[src/rtl/tl_pkg.sv]
// Shared types and lamp encodings for the parametrised intersection controller.
package tl_pkg;

    typedef enum logic [2:0] {
        AR_PRE,
        NS_G,
        NS_Y,
        AR_MID,
        EW_G,
        EW_Y,
        FLASH
    } tl_state_e;

    localparam logic [2:0] RED = 3'b100;
    localparam logic [2:0] YEL = 3'b010;
    localparam logic [2:0] GRN = 3'b001;
    localparam logic [2:0] OFF = 3'b000;

    typedef struct packed {
        logic [2:0] ns;
        logic [2:0] ew;
    } lamp_pair_t;

    // flash_phase 0 is the lit half of the night-mode blink.
    function automatic lamp_pair_t state_lamps(tl_state_e s, logic flash_phase);
        lamp_pair_t l;
        l.ns = RED;
        l.ew = RED;
        case (s)
            NS_G:    l.ns = GRN;
            NS_Y:    l.ns = YEL;
            EW_G:    l.ew = GRN;
            EW_Y:    l.ew = YEL;
            FLASH: begin
                l.ns = flash_phase ? OFF : YEL;
                l.ew = flash_phase ? OFF : RED;
            end
            default: ;
        endcase
        return l;
    endfunction

endpackage

[src/rtl/tl_tick_gen.sv]
// Prescaler: one-cycle tick every TICK_DIV clocks (every cycle when TICK_DIV=1).
module tl_tick_gen #(
    parameter int TICK_DIV = 50_000_000
) (
    input  logic clk,
    input  logic rst,
    output logic tick
);

    localparam int CW = (TICK_DIV > 1) ? $clog2(TICK_DIV) : 1;
    localparam logic [CW-1:0] LAST = CW'(TICK_DIV - 1);

    logic [CW-1:0] count;

    // NOTE: clocked state uses non-blocking assignments so every register samples pre-edge values.
    always_ff @(posedge clk) begin
        if (rst)                count <= '0;
        else if (count == LAST) count <= '0;
        else                    count <= count + 1'b1;
    end

    assign tick = (count == LAST);

endmodule

[src/rtl/traffic_light_ctrl_param.sv]
// Four-way intersection controller: timed phases, all-red clearance, E/W demand
// actuation, night flashing and a seconds-remaining countdown.
module traffic_light_ctrl_param
    import tl_pkg::*;
#(
    parameter int TICK_DIV   = 50_000_000,
    parameter int CNT_W      = 8,
    parameter int GREEN_NS_S = 30,
    parameter int GREEN_EW_S = 20,
    parameter int YELLOW_S   = 3,
    parameter int ALLRED_S   = 2,
    parameter int DEMAND_EN  = 1
) (
    input  logic             clk,
    input  logic             rst,
    input  logic             ew_req,
    input  logic             night_mode,
    output logic [2:0]       light_N,
    output logic [2:0]       light_S,
    output logic [2:0]       light_E,
    output logic [2:0]       light_W,
    output logic [CNT_W-1:0] remaining,
    output logic             flashing
);

    localparam int CNT_MAX = (1 << CNT_W) - 1;

    if (TICK_DIV < 1 ||
        GREEN_NS_S < 1 || GREEN_NS_S > CNT_MAX ||
        GREEN_EW_S < 1 || GREEN_EW_S > CNT_MAX ||
        YELLOW_S   < 1 || YELLOW_S   > CNT_MAX ||
        ALLRED_S   < 1 || ALLRED_S   > CNT_MAX) begin : g_param_check
        $error("traffic_light_ctrl_param: TICK_DIV or a duration is outside its legal range");
    end

    localparam logic [CNT_W-1:0] D_GNS = CNT_W'(GREEN_NS_S);
    localparam logic [CNT_W-1:0] D_GEW = CNT_W'(GREEN_EW_S);
    localparam logic [CNT_W-1:0] D_YEL = CNT_W'(YELLOW_S);
    localparam logic [CNT_W-1:0] D_AR  = CNT_W'(ALLRED_S);
    localparam logic [CNT_W-1:0] ONE   = CNT_W'(1);

    logic             tick;
    tl_state_e        state, state_n;
    logic [CNT_W-1:0] rem_q, rem_n;
    logic             req_latch, req_n;
    logic             flash_phase, phase_n;
    lamp_pair_t       lamps_q, lamps_n;
    logic             flash_q, flash_n;
    logic             req_eff;

    tl_tick_gen #(.TICK_DIV(TICK_DIV)) u_tick (
        .clk  (clk),
        .rst  (rst),
        .tick (tick)
    );

    // A request in the same cycle as the expiry tick counts as already latched.
    assign req_eff = req_latch | ew_req;

    // NOTE: every combinational output gets a default first; a missing path would otherwise infer a latch.
    always_comb begin
        state_n = state;
        rem_n   = rem_q;
        req_n   = req_latch;
        phase_n = flash_phase;

        if (tick) begin
            if (state != FLASH && rem_q > ONE) begin
                rem_n = rem_q - ONE;
            end else begin
                case (state)
                    AR_PRE, AR_MID: begin
                        if (night_mode) begin
                            state_n = FLASH;
                            rem_n   = '0;
                            phase_n = 1'b0;
                        end else if (state == AR_PRE) begin
                            state_n = NS_G;
                            rem_n   = D_GNS;
                        end else begin
                            state_n = EW_G;
                            rem_n   = D_GEW;
                        end
                    end
                    NS_G: begin
                        // Without demand the green holds at zero until a request shows up.
                        if (DEMAND_EN == 0 || req_eff) begin
                            state_n = NS_Y;
                            rem_n   = D_YEL;
                        end else begin
                            rem_n   = '0;
                        end
                    end
                    NS_Y: begin
                        state_n = AR_MID;
                        rem_n   = D_AR;
                    end
                    EW_G: begin
                        state_n = EW_Y;
                        rem_n   = D_YEL;
                    end
                    EW_Y: begin
                        state_n = AR_PRE;
                        rem_n   = D_AR;
                    end
                    FLASH: begin
                        if (!night_mode) begin
                            state_n = AR_PRE;
                            rem_n   = D_AR;
                        end else begin
                            phase_n = ~flash_phase;
                        end
                    end
                    default: begin
                        state_n = AR_PRE;
                        rem_n   = D_AR;
                    end
                endcase
            end
        end

        // Entering EW_G serves the request; requests during EW_G are ignored.
        if (state_n == EW_G && state != EW_G) req_n = 1'b0;
        else if (ew_req && state != EW_G)     req_n = 1'b1;

        lamps_n = state_lamps(state_n, phase_n);
        flash_n = (state_n == FLASH);
    end

    always_ff @(posedge clk) begin
        if (rst) begin
            state       <= AR_PRE;
            rem_q       <= D_AR;
            req_latch   <= 1'b0;
            flash_phase <= 1'b0;
            lamps_q     <= '{ns: RED, ew: RED};
            flash_q     <= 1'b0;
        end else begin
            state       <= state_n;
            rem_q       <= rem_n;
            req_latch   <= req_n;
            flash_phase <= phase_n;
            lamps_q     <= lamps_n;
            flash_q     <= flash_n;
        end
    end

    assign light_N   = lamps_q.ns;
    assign light_S   = lamps_q.ns;
    assign light_E   = lamps_q.ew;
    assign light_W   = lamps_q.ew;
    assign remaining = rem_q;
    assign flashing  = flash_q;

endmodule
[config.mk]
export PLATFORM = sky130hd
export DESIGN_NAME = traffic_light_ctrl_param
export DESIGN_NICKNAME = d
export VERILOG_FILES = /design/src/rtl/tl_pkg.sv /design/src/rtl/tl_tick_gen.sv /design/src/rtl/traffic_light_ctrl_param.sv
export SDC_FILE = /design/constraint.sdc
export NUM_CORES = 1
export LEC_CHECK = 0
export ABC_AREA = 1
export CAP_MARGIN = 20
export CORE_MARGIN = 2
export CORE_UTILIZATION = 57
export DETAILED_ROUTE_END_ITERATION = 12
export PLACE_DENSITY = 0.82
export SYNTH_ARGS = -nofsm -noshare
export SYNTH_HDL_FRONTEND = slang
export SYNTH_SLANG_ARGS = --single-unit
[constraint.sdc]
create_clock -name clk -period 1.9 [get_ports clk]
set_input_delay 0.38 -clock clk [delete_from_list [all_inputs] [get_ports clk]]
set_output_delay 0.38 -clock clk [all_outputs]
set_load 0.005 [all_outputs]
==> results of run 1 <==
per-layer routing:
metal / vias to the layer above / share of wire (%) / track usage, %
li1: 1214 / - / -
met1: 1058 / 46 / 27.6
met2: 53 / 47 / 36.7
met3: 12 / 4.8 / 4.91
met4: 0 / 1.7 / 7.48
met5: - / 0 / 0
state kept, by name (all words and copies together) (netlist names):
register	count
light_E	3
u_tick.count	26
light_N	3
flash_phase	1
req_latch	1
state	3
remaining	8
flashing	1
cells in the mapped netlist, types with 2 or more instances:
cell	count	area, um^2
nor3_1	10	50.1
buf_2	2	10.0
nand3_1	24	120
clkinv_1	2	7.51
ha_1	4	50.1
buf_4	6	45.0
a31oi_1	3	18.8
nand2_2	8	50.1
dfxtp_1	46	921
o211ai_1	3	22.5
inv_1	48	180
nor2_1	44	165
nand4_1	6	37.5
nand3_2	4	40.0
o21ai_1	3	15.0
nand2_1	70	263
o21ai_0	19	95.1
xnor2_1	5	43.8
xor2_1	5	43.8
nor3_2	2	20.0
a21oi_1	21	105
nor2_2	5	31.3
nor2_4	7	78.8
o21a_1	2	15.0
stage by stage:
stage / setup WS (ns) / instance area, um^2 / total power [mW] / hold WS (ns)
after floorplan: 0.287 / 2510 / 1.03 / 0.418
after global placement: 0.0514 / 2820 / 1.06 / 0.432
after detailed placement: 0.0160 / 2820 / 1.06 / 0.450
after CTS: 0.0836 / 2930 / 1.77 / 0.465
after global routing: 0.0170 / 3000 / 1.82 / 0.479
final: 0.167 / 3000 / 1.77 / 0.455
power by group:
group	total [mW]	internal, mW	switching (mW)
clock	0.727	0.393	0.335
sequential	0.977	0.970	0.00682
combinational	0.0631	0.0282	0.0349
kinds of logic (layout without fill, tap and decap cells):
group,count (synthesis),count (layout),synth area share [%]
adders and majority gates,4,4,1.99
DFF,46,46,36.6
xor gates and xnor gates,11,11,4.13
AOI/OAI and AO/OA,54,54,12.0
buffers and inverters,61,96,10.2
and+or+nand+nor,183,183,35.0
path summary, 6_finish.rpt:
kind	from	to	slack [ns]	cells after the start
hold / removal	u_tick.count[0]	u_tick.count[0]	0.45	1
hold reg to reg	u_tick.count[0]	u_tick.count[0]	0.45	1
setup / recovery	u_tick.count[1]	u_tick.count[24]	0.17	10
setup reg to reg	u_tick.count[1]	u_tick.count[24]	0.17	10
layout make-up:
| type | count | area share (%) |
|---|---|---|
| clock buffers | 6 | 2.42 |
| clock inverters | 2 | 1.25 |
| inverters | 51 | 6.37 |
| multi-input cells | 252 | 45.9 |
| flip-flops and latches | 46 | 30.7 |
| well taps | 52 | 2.17 |
| repair buffers | 37 | 11.2 |
worst max-delay path: stages, from the launching register on:
cell and delay [ns]:
dfxtp_1 0.37, ha_4 0.16, nand3_4 0.10, nor2_4 0.17, nand3_2 0.12, nor2_4 0.15, nand2_2 0.10, nor2_4 0.15
nand3_1 0.11, o21ai_0 0.15, a21oi_1 0.05
timing repair:
| action | 4_1_cts | 5_1_grt |
|---|---|---|
| endpoints found under the setup margin | 0 | 22 |
| gates resized for setup | 0 | 10 |
| setup buffers | 0 | 5 |
| endpoints found under the hold margin | 0 | 0 |
==> impl_results.md, run 1 <==
* CTS clk-pin slew, worst paths at 0.09 ns
* Final worst path period need at 1.73 ns
* Ys Warns at 0
* Async S/R FF share, synth at 0%
* VDD IR-drop max at 362 uV
* Yosys cell types at 34
* Hpwl dp at 3870 um
* Clk root buf: clkbuf_8
* Core Rows at 24
* FMAX at 577 MHz
* Util after Layout at 70.0%
* Vias in the first global route at 2206
* Number of H-tree levels at 2
* Kind of critical path: reg -> reg
* Outcome: completed
* Clk_skew at 0.00973 ns
* Max-Cap Viols at 0
* Most frequent cells in the layout: nand2_1, inv_1, dfxtp_1, nor2_1
* Routed Wire Length at 5210 um
* Netlist Area Pre-Place at 2510 um^2
* Drt via density at 5.24
* Layout area overhead at 19.5%
* Total die area at 4960 um^2
* Area of the multi-input gates at 1380 um^2
* LEAKAGE at 1.17 nW
* RSZ-0062 raised after global routing: no
* Initial antenna violation count at 0
* Count of final setup violators at 0
* Mapped Avg Cell Area at 7.00 um^2
* GPL Wtd Cong at 0.877
* Synth Instances at 359
* GRT Util Overall at 21.9%
* PwrDens at 588 nW/um^2
* Skew-Pair Late Insertion Delay at 0.30 ns
* Clk sink count at 46
* Core ar. at 4290 um^2
* Worst Path Required at 2.10 ns
* Max-slew headroom at 76.3%
* FF+latch area at 922 um^2
* Nets at 401
* Final cell count without fillers at 446
* Sum Neg Setup Slack at 0 ns
* Synth Register Bits at 46
* Slew Limit Fails at 0
* Critical Path Source Type: flop
* Largest net degree at the start of global routing at 15
* Diodes inserted at 0
* Gr ovfl total at 0
* Buffers on Ports at 24
* Syn Nets at 367
* Final Hold Violating Endpoints at 0
* Ys flop type: dfxtp_1
* Drt first-iter violations at 107
* Number of synthesized flops with an enable pin at 0
* Initial Util at 58.5%
* Die Ht at 70.4 um
* Fraction of layout cells with a size suffix above 1 at 14.5%
* CP arrival at 1.93 ns
* Slew @ Worst Pin at 0.351 ns
* Fillers at 374
* Worst Setup End Kind: flop
* Worst-path fanout max at 5
* Sequential fraction of the synthesis area at 36.6%
* Drt pass-1 iters at 4
* # DRC at 0
* Routed vias at 2337
* Commonest non-fill, non-tap cell in the layout: nand2_1
* Cells after DPL at 433
* # IOs at 25
* Routed Antenna Nets at 0
* Hold Crit Class: reg -> reg
* WL/cell at 11.7 um
* CTS hold repair buffers at 0
* CTS tree: yes
* First-pass GRT wire length at 9020 um
* Clock buffer depth at 2
* Clock buffer count from CTS at 5
* Tcrit/Tclk final at 91.2%
* Die Width at 70.4 um
No activity file was read; power rests on OpenSTA's default activity.
==> inputs of run 2 (changes only) <==
Settings changed: REMOVE_ABC_BUFFERS from default to 1.
==> run 2 against run 1 <==
Effect of this change:
- core utilization grew 0.17 points
- final cell count shrank 0.45%
- final area grew 0.25%
- critical path depth grew 3
- clock skew shrank 0.00077 ns
- setup slack lost 0.036 ns
- hold slack lost 0.0092 ns
- via count shrank 1.8%
- sequential power is essentially flat
- power grew 0.76%
- register-to-register slack lost 0.04 ns
- first-iteration DRC count grew 30%
==> impl_results.md, run 2 (synthesis gave the netlist of run 1 again) <==
* Diodes inserted at 0 (unchanged)
* Routed Wire Length at 5160 um (was 5210 um)
* Routed Antenna Nets at 0 (unchanged)
* Critical Path Source Type: flop (unchanged)
* Finished Cell Area at 3010 um^2 (was 3000 um^2)
* Fraction of layout cells with a size suffix above 1 at 15.3% (was 14.5%)
* Hold slack at 0.446 ns (was 0.455 ns)
* Skew-Pair Late Insertion Delay at 0.30 ns (about the same)
* Buffers on Ports at 24 (unchanged)
* GPL Wtd Cong at 0.936 (was 0.877)
* Kind of critical path: reg -> reg (unchanged)
* VDD IR-drop max at 537 uV (was 362 uV)
* Routed vias at 2294 (was 2337)
* Max-Cap Viols at 0 (unchanged)
* Core Rows at 24 (unchanged)
* Slew @ Worst Pin at 0.352 ns (was 0.351 ns)
* Drt pass-1 iters at 5 (was 4)
* # IOs at 25 (unchanged)
* FMAX at 565 MHz (was 577 MHz)
* Drt via density at 5.17 (was 5.24)
* Final setup margin at 0.130 ns (was 0.167 ns)
* Post-Place Cell Area at 2810 um^2 (was 2820 um^2)
* Worst Setup End Kind: flop (unchanged)
* Sum Neg Setup Slack at 0 ns (unchanged)
* Final worst path period need at 1.77 ns (was 1.73 ns)
* Sw Ratio at 20.3% (was 21.3%)
* Number of H-tree levels at 2 (unchanged)
* First-pass GRT wire length at 8820 um (was 9020 um)
* Util after Layout at 70.1% (was 70.0%)
* Commonest non-fill, non-tap cell in the layout: nand2_1 (unchanged)
* RSZ-0062 raised after global routing: no (unchanged)
* Gr ovfl total at 0 (unchanged)
* NetSw at 0.362 mW (was 0.376 mW)
* Worst-path fanout max at 7 (was 5)
* Clk root buf: clkbuf_8 (unchanged)
* R2R setup slack at 0.13 ns (was 0.17 ns)
* Initial antenna violation count at 0 (unchanged)
* Final Hold Violating Endpoints at 0 (unchanged)
* # DRC at 0 (unchanged)
* WL/cell at 11.6 um (was 11.7 um)
* Slew Limit Fails at 0 (unchanged)
* Total power at 1.78 mW (was 1.77 mW)
* Hold Crit Class: reg -> reg (unchanged)
* Reg with most FFs: u_tick.count (unchanged)
* Nets at 400 (was 401)
* Layout area overhead at 19.8% (was 19.5%)
* Core ar. at 4290 um^2 (unchanged)
* Largest net degree at the start of global routing at 14 (was 15)
* Worst Path Required at 2.11 ns (was 2.10 ns)
* Initial Util at 58.5% (unchanged)
* Part of the power in combinational logic at 3.4% (was 3.6%)
* Max FFs per register at 26 (unchanged)
* Count of final setup violators at 0 (unchanged)
* Vias in the first global route at 2107 (was 2206)
* Hpwl dp at 3780 um (was 3870 um)
* Die Ht at 70.4 um (unchanged)
* Pre-CTS setup slack at -0.0622 ns (was 0.0160 ns)
* Clk sink count at 46 (unchanged)
* Clk_skew at 0.00896 ns (was 0.00973 ns)
* CTS tree: yes (unchanged)
* Clk pwr share at 41.6% (was 41.1%)
* Clock buffer depth at 2 (unchanged)
* Die Width at 70.4 um (unchanged)
* Cells after DPL at 432 (was 433)
* Drt first-iter violations at 139 (was 107)
* CTS clk-pin slew, worst paths at 0.08 ns (was 0.09 ns)
* CP arrival at 1.98 ns (was 1.93 ns)
* Clock buffer count from CTS at 5 (unchanged)
* Final cell count without fillers at 444 (was 446)
* Tcrit/Tclk final at 93.1% (was 91.2%)
* PwrDens at 591 nW/um^2 (was 588 nW/um^2)
* Seq pwr share at 54.9% (was 55.3%)
* Internal at 1.42 mW (was 1.39 mW)
* Outcome: completed (unchanged)
* Max-slew headroom at 76.2% (was 76.3%)
* Total die area at 4960 um^2 (unchanged)
* GRT Util Overall at 22.0% (was 21.9%)
* LEAKAGE at 1.17 nW (about the same)
* Most frequent cells in the layout: nand2_1, inv_1, nor2_1, dfxtp_1 (was nand2_1, inv_1, dfxtp_1, nor2_1)
-- run 2: timing repair --
item	4_1_cts	5_1_grt
setup buffers	0	5
resized for setup	0	15
hold buffers	0	0
setup endpoints to repair	0	22
-- run 2: per-layer routing --
layer | track usage, % | wire, um | share of wire (%)
met2 | 37.3 | 2470 | 48
met4 | 7.48 | 70 | 1.4
met3 | 4.47 | 252 | 4.9
met1 | 27.6 | 2370 | 46
met5 | 0 | 0 | 0
-- run 2: path summary, 6_finish.rpt --
check,end,cells after the start,startpoint
max reg2reg,req_latch,13,remaining[0]
min,u_tick.count[0],1,u_tick.count[0]
min reg2reg,u_tick.count[0],1,u_tick.count[0]
max,req_latch,13,remaining[0]
-- run 2: area by class of cell --
type                            count  area, um^2
Clock inverter                      1        30.0
Inverter                           51         195
Timing Repair Buffer               36         330
Fill cell                         346        1280
Tap cell                           52        65.1
Multi-Input combinational cell    252        1390
Clock buffer                        6        82.6
Sequential cell                    46         923
-- run 2: power groups by stage --
| stage | clock, mW | sequential [mW] | combinational (mW) |
|---|---|---|---|
| final | 0.742 | 0.978 | 0.0613 |
| after global routing | 0.787 | 0.979 | 0.0703 |
| after CTS | 0.751 | 0.975 | 0.0592 |
| after detailed placement | 0 | 0.998 | 0.0586 |
| after global placement | 0 | 0.997 | 0.0569 |
| after floorplan | 0 | 0.997 | 0.0318 |
-- run 2: worst max-delay path, cell delays in order (launching register included) --
cell,delay (ns)
dfxtp_1,0.39
inv_2,0.07
ha_2,0.19
nor2_1,0.08
nor2_1,0.06
nand2_2,0.11
nand2_4,0.10
buf_4,0.15
nand4_1,0.14
nand2_4,0.10
nor2_2,0.11
nand3_1,0.07
nand2_1,0.06
inv_1,0.03
